## src/rtl/block_sync.sv

```systemverilog
// 64b/66b sync-header lock FSM that steers gearbox slip and writes aligned blocks to the RX FIFO (1-cycle latency).
// No backpressure: every rx_valid block is consumed. Define BLOCK_SYNC_ERRCNT_EN to add the saturating sh_err_cnt output.
module block_sync #(
  parameter int DSIZE      = 66,
  parameter int SH_CNT_MAX = 64,
  parameter int INVLD_MAX  = 16,
  parameter int SLIP_WAIT  = 2
) (
  input  logic             wclk,
  input  logic             wrst_n,
  input  logic [DSIZE-1:0] rx_data,
  input  logic             rx_valid,
  output logic             slip,
  output logic             block_lock,
  output logic [DSIZE-1:0] wdata,
  output logic             winc
`ifdef BLOCK_SYNC_ERRCNT_EN
  ,
  output logic [7:0]       sh_err_cnt
`endif
);

  localparam int CW = $clog2(SH_CNT_MAX + 1);
  localparam int IW = $clog2(INVLD_MAX + 1);
  localparam logic [CW-1:0] CNT_END   = CW'(SH_CNT_MAX);
  localparam logic [CW-1:0] WAIT_END  = CW'(SLIP_WAIT);
  localparam logic [IW-1:0] INVLD_END = IW'(INVLD_MAX);

  typedef enum logic [1:0] {
    LOCK_INIT = 2'd0,
    TEST_SH   = 2'd1,
    SLIP_HOLD = 2'd2,
    LOCKED    = 2'd3
  } state_t;

  state_t        state;
  state_t        state_nx;
  logic [CW-1:0] sh_cnt;
  logic [CW-1:0] sh_cnt_nx;
  logic [CW-1:0] sh_cnt_inc;
  logic [IW-1:0] sh_invld_cnt;
  logic [IW-1:0] invld_nx;
  logic [IW-1:0] invld_inc;
  logic          sh_ok;
  logic          slip_nx;
  logic          lock_nx;
  logic          winc_nx;

  assign sh_ok      = rx_data[1] ^ rx_data[0];
  assign sh_cnt_inc = sh_cnt + CW'(1);
  assign invld_inc  = sh_invld_cnt + IW'(1);

  always_ff @(posedge wclk or negedge wrst_n) begin
    if (!wrst_n) begin
      state        <= LOCK_INIT;
      sh_cnt       <= '0;
      sh_invld_cnt <= '0;
      slip         <= 1'b0;
      block_lock   <= 1'b0;
      winc         <= 1'b0;
      wdata        <= '0;
    end else begin
      state        <= state_nx;
      sh_cnt       <= sh_cnt_nx;
      sh_invld_cnt <= invld_nx;
      slip         <= slip_nx;
      block_lock   <= lock_nx;
      winc         <= winc_nx;
      if (winc_nx) begin
        wdata <= rx_data;
      end
    end
  end

  // Counters clear at their limit, so they can never wrap.
  always_comb begin
    state_nx  = state;
    sh_cnt_nx = sh_cnt;
    invld_nx  = sh_invld_cnt;
    case (state)
      LOCK_INIT: begin
        state_nx  = TEST_SH;
        sh_cnt_nx = '0;
        invld_nx  = '0;
      end
      TEST_SH: begin
        if (rx_valid) begin
          if (!sh_ok) begin
            state_nx  = SLIP_HOLD;
            sh_cnt_nx = '0;
            invld_nx  = '0;
          end else if (sh_cnt_inc == CNT_END) begin
            state_nx  = LOCKED;
            sh_cnt_nx = '0;
            invld_nx  = '0;
          end else begin
            sh_cnt_nx = sh_cnt_inc;
          end
        end
      end
      SLIP_HOLD: begin
        // sh_cnt doubles as the settle counter; headers are not examined here.
        if (rx_valid) begin
          if (sh_cnt_inc >= WAIT_END) begin
            state_nx  = TEST_SH;
            sh_cnt_nx = '0;
            invld_nx  = '0;
          end else begin
            sh_cnt_nx = sh_cnt_inc;
          end
        end
      end
      LOCKED: begin
        if (rx_valid) begin
          if (!sh_ok && (invld_inc == INVLD_END)) begin
            state_nx  = SLIP_HOLD;
            sh_cnt_nx = '0;
            invld_nx  = '0;
          end else if (sh_cnt_inc == CNT_END) begin
            sh_cnt_nx = '0;
            invld_nx  = '0;
          end else begin
            sh_cnt_nx = sh_cnt_inc;
            if (!sh_ok) begin
              invld_nx = invld_inc;
            end
          end
        end
      end
      default: begin
        state_nx  = LOCK_INIT;
        sh_cnt_nx = '0;
        invld_nx  = '0;
      end
    endcase
  end

  // The block that breaks lock is not written, so winc drops together with block_lock.
  always_comb begin
    lock_nx = (state_nx == LOCKED);
    slip_nx = (state_nx == SLIP_HOLD) && (state != SLIP_HOLD);
    winc_nx = rx_valid && block_lock && lock_nx;
  end

`ifdef BLOCK_SYNC_ERRCNT_EN
  always_ff @(posedge wclk or negedge wrst_n) begin
    if (!wrst_n) begin
      sh_err_cnt <= 8'd0;
    end else if ((state == LOCKED) && rx_valid && !sh_ok && (sh_err_cnt != 8'hFF)) begin
      sh_err_cnt <= sh_err_cnt + 8'd1;
    end
  end
`endif

endmodule

```

## config.mk

```make
export PLATFORM = sky130hd
export DESIGN_NAME = block_sync
export DESIGN_NICKNAME = d
export VERILOG_FILES = /design/src/rtl/block_sync.sv
export SDC_FILE = /design/constraint.sdc
export NUM_CORES = 1
export LEC_CHECK = 0
export CORE_MARGIN = 5
export CORE_UTILIZATION = 45
export DETAILED_ROUTE_END_ITERATION = 8
export GPL_TIMING_DRIVEN = 0
export PLACE_DENSITY_LB_ADDON = 0.15
export REMOVE_ABC_BUFFERS = 1
export SLEW_MARGIN = 40
export SYNTH_ARGS = -nofsm -noshare
export SYNTH_HDL_FRONTEND = slang
export SYNTH_SLANG_ARGS = --single-unit
```

## constraint.sdc

```tcl
create_clock -name wclk -period 3.4 [get_ports wclk]
set_input_delay 0.34 -clock wclk [delete_from_list [all_inputs] [get_ports wclk]]
set_output_delay 0.34 -clock wclk [all_outputs]
set_load 0.05 [all_outputs]
```

==> results_dict.tcl <==
set metrics [dict create \
    status "finished, final reports clean" \
    gr-total-overflow 0 \
    ir_worst_vdd_uv 378 \
    synth_area_mm2 0.00375 \
    yosys.area_share.simple_pct 7.87 \
    synth.area.mux_share_pct 23.0 \
    fin_cells 519 \
    dp.cells 503 \
    fin_crit_ns 2.99 \
    clock-sinks 83 \
    drv_slew 0 \
    dieArea_mm2 0.0103 \
    nets 484 \
    yosysSeqAreaShare_pct 55.4 \
    vias 2598 \
    ctsLongestPathBuffers 2 \
    total_power_uw 6220 \
    cp-start-kind "flop" \
    cpMostUsedCell "buf_16" \
    maxCapViolCount 0 \
    final_common_cell "clkdlybuf4s50_1" \
    synthAdderAreaFrac_pct 1.67 \
    clock_skew_ns 0.00799 \
    fp.dieH_um 101 \
    finalHoldViolations 0 \
    grt_pass1_vias 2669 \
    cp_slowest_cell "dfrtp_1" \
    fin_ws_ns 0.405 \
    fp.coreArea_mm2 0.00818 \
    worst_ep_required_time_ns 3.62 \
    track_usage_pct 18.1 \
    portBuffers 137 \
    die_w_um 101 \
    diodes 0 \
    antenna_found_initial 0 \
    synthArstFlopShare_pct 100 \
    initial_utilization_pct 45.9 \
    cp-end-kind "flop" \
    clk_pin_slew_worst_paths_ns 0.08 \
    ys_types 47 \
    dr.first_iter.drc_count 67 \
    cts_tree "yes" \
    reg2reg_depth 10 \
    crit_type "reg2reg" \
    numCtsBuffers 9 \
    synth_edf_count 0 \
    place.gp.congestion 0.785 \
    htree_num_levels 3 \
    synth_area_leaders "dfrtp_1 55%, mux2_4 12%, mux2_2 11%" \
    max_stage_delay_ns 0.52 \
    std_cell_rows 33 \
    synth_xor_area_share_pct 0.934 \
    ant_nets 0 \
    crit_arrival_ns 3.22 \
    insertion_delay_ns 0.34 \
    r2r-end "wdata[61]" \
    routed_wl_um 9050 \
    yosysWarnings 0 \
    synth_top_family_by_area "multiplexers" \
    synth_compound_area_share_pct 7.24 \
    syn_area_per_cell_um2 14.1 \
    rsz0062_at_grt "no" \
    synth-seq-cells 83 \
    hp-class "in2async" \
    synth_top_area_cell "dfrtp_1" \
    critPathMaxFanout 14 \
    cp_cell_sequence "ha_1, nand2_1, o21a_1, o21a_1, and3_4, o211ai_4, buf_16, buf_16, buf_16, mux2_2" \
    firstDrtPassIters 4 \
    setup_viol 0 \
    ys.flop_type "dfrtp_1" \
    max_freq_ghz 0.334 \
    wire_per_inst_um 17.4 \
    fin_crit_sh_pct 88.1 \
    synth_top_area_share_pct 55.4 \
    rrSetupSlack_ns 0.41 \
    grt_pass1_wl_um 14300 \
    slew_headroom_pct 56.4 \
    top_level_ports 138 \
    pre_cts_slack_ns 0.412 \
    grt_max_degree 45 \
    layout_common_cells "136 x clkdlybuf4s50_1, 83 x dfrtp_1, 38 x mux2_2" \
    powerDensity_mw_per_mm2 1130 \
    cts_root_buffer "clkbuf_8" \
    drcViolationCount 0 \
    area_growth_pct 46.2 \
    drive_gt1_share_pct 23.2 \
    vias_per_cell 5.01 \
    place_hpwl_um 7030 \
    whs_ns 0.466 \
    r2r_start "sh_cnt[0]" \
    synth_cells 266 \
    worst_pin_slew_ns 0.652 \
    cellLeakagePower_uw 0.00240 \
]
## final cells by class
cell class | count | area (um^2)
Clock buffer | 11 | 141
Clock inverter | 4 | 51.3
Fill cell | 609 | 2690
Inverter | 7 | 26.3
Multi-Input combinational cell | 165 | 1530
Sequential cell | 83 | 2080
Tap cell | 105 | 131
Timing Repair Buffer | 144 | 1520
## layer usage
metal	global-route usage (%)	wire length [um]	vias to the layer above
li1	-	-	1242
met1	24.1	3870	1252
met2	28.6	4340	98
met3	4.68	733	6
met4	6.75	107	0
met5	0	0	-
## registers in the layout, indices dropped and copies added, names as in the netlist
signal,cells
block_lock,1
sh_cnt,7
sh_invld_cnt,5
slip,1
state,2
wdata,66
winc,1
## power by group
group          switching [uW]  internal, uW
sequential                284          1460
combinational            2220          1560
clock                     333           356
## timing repair
| action | CTS | global route |
|---|---|---|
| hold endpoints to repair | 39 | 0 |
| gates resized for setup | 0 | 0 |
| hold buffers | 1 | 0 |
| setup buffers | 0 | 0 |
## cell usage after synthesis (2+ instances only)
cell and n:
buf_2 2, dfrtp_1 83, and3_1 2, buf_12 3, a2111o_1 2, nor3_1 3
nand2_1 13, ha_1 5, nand2b_1 4, buf_4 3, nand3_1 4, inv_1 7
nand3b_1 3, or3_1 3, a21oi_1 9, buf_6 2, a22o_1 2, mux2_4 29
a21boi_0 2, o31ai_1 2, nor2_1 6, nor2b_1 5, a211oi_1 2, o21a_1 2
o21ai_0 7, mux2_2 38, xor2_1 3
## worst max-delay path: cells and delay by family (launching register included)
kind	cells	cell delay (ns)
adder cells (fa/ha/maj)	1	0.29
AND/OR/NAND/NOR	2	0.33
AO/OA/AOI/OAI	3	0.87
buffers and inverters	3	0.53
flip-flops	1	0.52
multiplexers	1	0.34
## metrics by stage
step	setup TNS (ns)	instance area, um^2	utilization [%]
6_report	0	5480	67.1
5_1_grt	0	5480	67.1
4_1_cts	0	5480	67.0
3_5_place_dp	0	5280	64.5
3_3_place_gp	-121.49	5130	62.8
2_1_floorplan	0	3630	-
## how the worst max path moves through the flow
stage,endpoint,cells after the start,start,slack (ns)
after floorplan,wdata[0],7,sh_cnt[0],0.02
after global placement,state[1],1,wrst_n,-0.99
after detailed placement,wdata[61],10,sh_cnt[0],0.41
after CTS,wdata[61],10,sh_cnt[0],0.39
after global routing,wdata[61],10,sh_cnt[0],0.25
final,wdata[61],10,sh_cnt[0],0.41
## logic make-up after synthesis
logic type / Yosys count
XOR/XNOR: 4
flip-flops: 83
AND/OR/NAND/NOR: 52
multiplexers: 67
AO/OA/AOI/OAI: 37
adder cells (fa/ha/maj): 5
buffers and inverters: 18
Note: power is estimated with default switching activity, not from simulation.
